===== config.mk =====
export PLATFORM = sky130hd
export DESIGN_NAME = game_sequencer
export DESIGN_NICKNAME = d
export VERILOG_FILES = /design/src/rtl/game_sequencer.sv
export SDC_FILE = /design/constraint.sdc
export NUM_CORES = 1
export LEC_CHECK = 0
export ABC_AREA = 1
export CORE_ASPECT_RATIO = 1.1
export CORE_UTILIZATION = 58
export DETAILED_ROUTE_END_ITERATION = 8
export PLACE_DENSITY = 0.91
export SKIP_CTS_REPAIR_TIMING = 1
export SLEW_MARGIN = 5
export SYNTH_ARGS = -nofsm -noshare
export SYNTH_HDL_FRONTEND = slang
export SYNTH_SLANG_ARGS = --single-unit

===== constraint.sdc =====
create_clock -name Clock -period 3.6 [get_ports Clock]
set_input_delay 0.36 -clock Clock [delete_from_list [all_inputs] [get_ports Clock]]
set_output_delay 0.36 -clock Clock [all_outputs]
set_load 0.05 [all_outputs]

===== src/rtl/game_sequencer.sv =====
// Game mode sequencer for one Game & Watch core: idle/play/pause/over FSM,
// frame and beat strobes, score and miss bookkeeping, beat speed-up.
//
// state | meaning
// IDLE  | no game, core held in reset
// PLAY  | game running, strobes active, score/misses accepted
// PAUSE | game frozen, timing counters hold
// OVER  | miss limit reached, core held in reset until Start
module game_sequencer #(
    parameter int TPERF       = 3125000,
    parameter int FPERB_INIT  = 8,
    parameter int FPERB_MIN   = 2,
    parameter int SPEEDUP_PTS = 50,
    parameter int MAX_MISSES  = 3,
    parameter int SCORE_MAX   = 999
) (
    input  logic       Clock,
    input  logic       Resetn,
    input  logic       Start,
    input  logic       Pause,
    input  logic       QuitReq,
    input  logic       Miss,
    input  logic       PtsValid,
    input  logic [2:0] Pts,
    output logic       FrameTick,
    output logic       BeatTick,
    output logic       CoreReset,
    output logic [1:0] State,
    output logic [9:0] Score,
    output logic [1:0] Misses,
    output logic [3:0] Fperb
);

    localparam int TW = (TPERF > 1) ? $clog2(TPERF) : 1;
    localparam logic [TW-1:0] TICK_LAST = TW'(TPERF - 1);
    localparam logic [1:0]    MISS_LAST = 2'(MAX_MISSES - 1);
    localparam logic [3:0]    FP_INIT   = 4'(FPERB_INIT);
    localparam logic [3:0]    FP_MIN    = 4'(FPERB_MIN);
    localparam logic [10:0]   SCORE_SAT = 11'(SCORE_MAX);
    localparam logic [15:0]   STEP      = 16'(SPEEDUP_PTS);

    typedef enum logic [1:0] {
        IDLE  = 2'b00,
        PLAY  = 2'b01,
        PAUSE = 2'b10,
        OVER  = 2'b11
    } state_t;

    state_t         state;
    logic [TW-1:0]  tick_cnt;
    logic           tick_wrap;
    logic [3:0]     frame_cnt;
    logic [3:0]     fperb;
    logic [9:0]     score;
    logic [1:0]     misses;
    logic [15:0]    threshold;
    logic           pending;
    logic           frame_tick;
    logic           beat_tick;
    logic           core_reset;

    logic           game_end;
    logic           play_hold;
    logic           frame_evt;
    logic           beat_evt;
    logic [10:0]    score_sum;
    logic [9:0]     score_next;
    logic           crossed;

    // Timing only advances on cycles that start and stay in PLAY.
    assign game_end   = Miss && (misses == MISS_LAST);
    assign play_hold  = (state == PLAY) && !QuitReq && !game_end && !Pause;
    assign frame_evt  = play_hold && tick_wrap;
    assign beat_evt   = frame_evt && (frame_cnt >= fperb - 4'd1);
    assign score_sum  = {1'b0, score} + {8'b0, Pts};
    assign score_next = (score_sum > SCORE_SAT) ? SCORE_SAT[9:0] : score_sum[9:0];
    assign crossed    = ({6'b0, score_next} >= threshold);

    always_ff @(posedge Clock) begin
        if (!Resetn) begin
            state      <= IDLE;
            tick_cnt   <= '0;
            tick_wrap  <= 1'b0;
            frame_cnt  <= 4'd0;
            fperb      <= FP_INIT;
            score      <= 10'd0;
            misses     <= 2'd0;
            threshold  <= STEP;
            pending    <= 1'b0;
            frame_tick <= 1'b0;
            beat_tick  <= 1'b0;
            core_reset <= 1'b1;
        end else begin
            core_reset <= (state == IDLE) || (state == OVER);
            frame_tick <= frame_evt;
            beat_tick  <= beat_evt;

            if (play_hold) begin
                tick_cnt  <= (tick_cnt == TICK_LAST) ? '0 : tick_cnt + 1'b1;
                tick_wrap <= (tick_cnt == TICK_LAST);
                if (frame_evt)
                    frame_cnt <= beat_evt ? 4'd0 : frame_cnt + 4'd1;
                if (beat_evt) begin
                    pending <= 1'b0;
                    if (pending && (fperb > FP_MIN))
                        fperb <= fperb - 4'd1;
                end
            end

            // A crossing on the beat edge re-arms pending for the following beat.
            if ((state == PLAY) && !QuitReq) begin
                if (Miss)
                    misses <= misses + 2'd1;
                if (PtsValid) begin
                    score <= score_next;
                    if (crossed) begin
                        threshold <= threshold + STEP;
                        pending   <= 1'b1;
                    end
                end
            end

            if (QuitReq) begin
                state     <= IDLE;
                tick_cnt  <= '0;
                tick_wrap <= 1'b0;
                frame_cnt <= 4'd0;
            end else begin
                case (state)
                    IDLE, OVER: begin
                        if (Start) begin
                            state     <= PLAY;
                            score     <= 10'd0;
                            misses    <= 2'd0;
                            fperb     <= FP_INIT;
                            threshold <= STEP;
                            pending   <= 1'b0;
                            tick_cnt  <= '0;
                            tick_wrap <= 1'b0;
                            frame_cnt <= 4'd0;
                        end
                    end
                    PLAY: begin
                        if (game_end)
                            state <= OVER;
                        else if (Pause)
                            state <= PAUSE;
                    end
                    PAUSE: begin
                        if (Pause)
                            state <= PLAY;
                    end
                    default: state <= IDLE;
                endcase
            end
        end
    end

    assign FrameTick = frame_tick;
    assign BeatTick  = beat_tick;
    assign CoreReset = core_reset;
    assign State     = state;
    assign Score     = score;
    assign Misses    = misses;
    assign Fperb     = fperb;

endmodule

# Word level (Yosys, flattened, before mapping)
# Index checks and enable logic that the tools add are counted.
[classes] eq_ne=8 reduce_logical=15 n_addsub=6 muxes=48 magnitude_cmp=4 n_bitwise=1
[ops] operator="$mux 16" n=6
[ops] operator="$mux 22" n=4
[ops] operator="$mux 10" n=6
[ops] operator="$mux 4" n=11
[ops] operator="$add 22x1->22 const B" n=1
[ops] operator="$eq 22x22->1 const B" n=1
[ops] operator="$mux 2" n=9
[ops] operator="$add 16x6->16 const B" n=1
[ops] operator="$ge 10x16->1" n=1
[ops] operator="$add 10x3->11" n=1
[ops] operator="$gt 11x10->1 const B" n=1
[ops] operator="$mux 1" n=11
[ops] operator="$logic_and 1x1->1" n=7
[ops] operator="$eq 2x2->1 const B" n=3
[ops] operator="$pmux 2 s3" n=1
[ops] operator="$add 4x1->4 const B" n=1
[ops] operator="$ge 4x4->1" n=1
[ops] operator="$gt 4x2->1 const B" n=1
[ops] operator="$ne 2x2->1 const B" n=2
[ops] operator="$reduce_or 2->1" n=2
[ops] operator="$sub 4x1->4 const B" n=1
[ops] operator="$logic_not 1->1" n=3
[ops] operator="$ne 3x3->1 const B" n=1
[ops] operator="$reduce_and 3->1" n=1
[ops] operator="5 further kinds" n=5
[totals] in_bits=10 word_cells=94 regBits=65 output_inout_bits=21

# Longest topological paths before layout
# Gate-level depths: netlist of run 1.
[logic_depth] word_depth=15 depth_mapped=28 ltp_nobuf=28

# Least setup slack after synthesis of run 1
# OpenSTA, ideal clock, no wires.
[synth_timing] kind="register -> register" startpoint="register score[0] (netlist: Score[0])" endpoint="register threshold[4]" setup_time_ns=0.112 arrival_time_ns=3.554 period_less_slack_ns=3.665 slack_ns=-0.065 stages_incl_launch_ff=29 path_cell_list="dfxtp_1 > ha_1 > inv_1 > fa_1 > inv_1 > nand3_1 > nand2_2 > nand2_1 > nand2_1 > nand2_1 > nand2_1 > nor2_1 > nand2_1 > nand2_1 > inv_2 > o21ai_1 > ha_1 > nand2_1 > o21ai_0 > nand3_1 > o211ai_1 > nand2_1 > nand2_1 > nand3_1 > nand2_4 > buf_6 > nand3_1 > nand2_1 > nand2_1"
[synth_via] elab_chain_len=10
[synth_rtl] item="from (decl)" line="54" rtl="logic [9:0] score;"
[synth_rtl] item="from (signal assigned)" line="115" rtl="score <= score_next;"
[synth_rtl] item="$add 10x3->11 *" line="75" rtl="assign score_sum = {1'b0, score} + {8'b0, Pts};"
[synth_rtl] item="$gt 11x10->1" line="76" rtl="assign score_next = (score_sum > SCORE_SAT) ? SCORE_SAT[9:0] : score_sum[9:0];"
[synth_rtl] item="$mux 10 *" line="76"
[synth_rtl] item="$ge 10x16->1 *" line="77" rtl="assign crossed = ({6'b0, score_next} >= threshold);"
[synth_rtl] item="$mux 16 *" line="116" rtl="if (crossed) begin"
[synth_rtl] item="$mux 16 *" line="114" rtl="if (PtsValid) begin"
[synth_rtl] item="$mux 16 *" line="111" rtl="if ((state == PLAY) && !QuitReq) begin"
[synth_rtl] item="$mux 16" line="131" rtl="if (Start) begin"
[synth_rtl] item="$mux 16" line="129" rtl="case (state)"
[synth_rtl] item="$mux 16 *" line="123" rtl="if (QuitReq) begin"
[synth_rtl] item="to (signal assigned)" line="117" rtl="threshold <= threshold + STEP;"
[synth_rtl] item="to (decl)" line="56" rtl="logic [15:0] threshold;"
# Mark *: on every way between the ends. The rest lies on a longest branch, timed or not.
# A chain may end at the register's enable or synchronous reset.

# Worst setup path after layout of run 1
[layout_timing] startpoint="register score[0] (netlist: Score[0])" endpoint="register threshold[2]"
# The elaborated chain is that of the path after synthesis.

==> flow_summary.json, run 1 <==
{
  "wl_met1_um": 4150,
  "grt_pass1_wl_um": 14450,
  "via_count": 3921,
  "io_pins": 31,
  "slew_violations": 0,
  "post-dp-hpwl_um": 6409,
  "crit_required_ns": 3.86,
  "yosysWarnings": 0,
  "top_layer": "met4",
  "instances_no_fill": 674,
  "wl_um": 10300,
  "via_per_inst": 5.818,
  "period_share": 1.009,
  "hold_viol_final": 0,
  "cts-root-buf": "clkbuf_8",
  "synth_top_area_cell": "dfxtp_1",
  "routed-wl-met2_um": 4892,
  "cts_tree": "done",
  "place_inst": 653,
  "drtAntennaViolNets": 0,
  "layout.nets": 625,
  "yosys_register_bits": 64,
  "dr_wl_met3_um": 777,
  "clk_latency_ns": 0.36,
  "cp_max_fo": 8,
  "irDropWorstVdd_v": 0.0003460,
  "fp.dieH_um": 85.83,
  "ys_seq_area_frac": 0.3458,
  "drc": 0,
  "drv_cap": 0,
  "end_kind": "flip-flop",
  "synth_area_um2": 3705,
  "grt_pass1_vias": 3464,
  "synth_fp_nets": 566,
  "critical_path_class": "flip-flop to flip-flop",
  "io_buffers": 30,
  "slew_headroom": 0.5710,
  "synthFlopType": "dfxtp_1",
  "status": "finished, violations left",
  "synth_area_leaders": "dfxtp_1, nand2_1, inv_1",
  "num_rows": 30,
  "cts_sinks": 64,
  "synth_edf_count": 0,
  "clk_pin_slew_ns": 0.08,
  "place_congestion": 0.9077,
  "die_w_um": 78.21,
  "post_drt_wl_per_cell_um": 15.28,
  "tightestPinTransition_ns": 0.6335,
  "core_area_um2": 6156,
  "grt_max_degree": 20,
  "overflow": 0,
  "ys_top_cells_by_count": "nand2_1, inv_1, nor2_1, dfxtp_1, nand3_1",
  "fmax_mhz": 275.3,
  "cts_buffer_depth": 2,
  "drt_first_pass_iters": 7,
  "synth_most_common_cell": "nand2_1",
  "min_period_ns": 3.633,
  "die-area_um2": 6712,
  "synth_top_area_share": 0.3458,
  "layout_setup_ws_ns": -0.03306,
  "async_flop_share": 0,
  "numCtsBuffers": 9,
  "fin_total_pwr_mw": 1.517,
  "hp-class": "flip-flop to flip-flop",
  "finalSetupViolCount": 7,
  "gr-usage-all-layers": 0.2702,
  "p_per_area_nw_per_um2": 330.3,
  "antenna_found_initial": 0,
  "violations": "negative setup slack",
  "tns_ns": -0.1229,
  "cp.arrival_ns": 3.89,
  "htree_levels": 3,
  "fin_worst_skew_ns": 0.01180,
  "drt-initial-drc-count": 409,
  "start_util": 0.6018,
  "drive_gt1_frac": 0.1515,
  "pre_cts_slack_ns": -0.3498,
  "synthToLayoutAreaGrowth_pct": 24.01,
  "synthCells": 530,
  "p_leak_nw": 1.980,
  "cp-start-kind": "flip-flop",
  "avgSynthCellArea_um2": 6.990,
  "hold_slack_ns": 0.4420,
  "diodes": 0,
  "ys_types": 44
}
==> flip-flops by register name, summed over array words and instances (netlist names), 2 cells and up <==
signal     flops
tick_cnt      22
threshold     15
Score         10
State          2
Fperb          4
Misses         2
frame_cnt      4
==> layout make-up <==
class / count / area (µm²)
sequential: 64 / 1282
multi-input combinational: 371 / 2202
fill: 405 / 1562
clock inverter: 6 / 67.56
clock buffer: 10 / 127.6
timing repair buffer: 52 / 467.9
inverter: 91 / 346.6
tap: 80 / 100.1
==> layout by cell type, fill, tap and decap left out, drive strengths merged <==
master	count
dfxtp	64
o311ai	1
a22oi	1
ha	25
clkdlybuf4s50	29
nor2	71
bufinv	1
nor3b	3
a31oi	3
a211oi	1
clkbuf	10
a21oi	29
buf	22
o2111a	1
nor4	3
o211ai	4
o2111ai	1
nand4	11
a221oi	2
fa	1
nand2	106
o21ai	23
o21a	3
nand3	50
or2	1
clkinv	3
xnor2	3
clkinvlp	2
nand3b	1
dlymetal6s2s	1
inv	91
o21bai	2
xor2	4
nor3	21
==> cell families (layout without fill, tap and decap cells) <==
family / Yosys count / in the layout / synth area share
AOI/OAI and AO/OA: 71 / 71 / 0.1131
xor gates and xnor gates: 7 / 7 / 0.01655
adders and majority gates: 26 / 26 / 0.08983
buffers and inverters: 97 / 159 / 0.1030
DFF: 64 / 64 / 0.3458
and+or+nand+nor: 265 / 267 / 0.3316
==> critical path: stages (launching register included) <==
cell and delay, ns:
dfxtp_2 0.35, ha_2 0.20, inv_2 0.04, fa_2 0.41, inv_2 0.08, nand3_2 0.08
nand2_2 0.11, nand3_1 0.12, nand2_1 0.12, nand2_1 0.09, nor2_1 0.14, nand2_1 0.11
nand2_2 0.13, clkinv_4 0.14, nand2_1 0.12, ha_1 0.24, nand2_1 0.09, inv_1 0.08
nand3_1 0.10, o211ai_1 0.10, nand2_1 0.09, nand2_2 0.07, nand3_4 0.11, nand2_4 0.09
buf_4 0.15, a21oi_2 0.10, nor2_1 0.06
==> through the flow <==
stage               utilization  instance area, µm²
finish                   0.7463                4594
floorplan                     -                3706
CTS                      0.7154                4404
global route             0.7463                4594
global placement         0.6837                4209
detailed placement       0.6837                4209
==> path summary, 6_finish.rpt <==
kind | startpoint | slack, ns | depth (start not counted) | to
hold reg to reg | threshold[12] | 0.44 | 2 | threshold[12]
hold / removal | threshold[12] | 0.44 | 2 | threshold[12]
setup / recovery | Score[0] | -0.03 | 26 | threshold[2]
setup reg to reg | Score[0] | -0.03 | 26 | threshold[2]
==> power breakdown <==
part | internal, mW | total, mW | switching [mW]
Clock | 0.322 | 0.627 | 0.305
Sequential | 0.713 | 0.720 | 0.00701
Combinational | 0.0598 | 0.170 | 0.110
Total | 1.10 | 1.52 | 0.422
==> layer usage <==
metal / vias up / global-route usage
met5: - / 0
met4: 0 / 0.1431
met3: 58 / 0.06277
met2: 213 / 0.4482
met1: 1800 / 0.3247
li1: 1850 / -
(Power assumes the default switching activity.)
==> run 2, diff against run 1 <==
--- a/config.mk
+++ b/config.mk
@@ -6,6 +6,7 @@
 export NUM_CORES = 1
 export LEC_CHECK = 0
 export ABC_AREA = 1
+export CAP_MARGIN = 0
 export CORE_ASPECT_RATIO = 1.1
 export CORE_UTILIZATION = 58
 export DETAILED_ROUTE_END_ITERATION = 8
==> results of run 2 <==
Same layout as run 1: the final DEF is identical, and so are final timing and power.
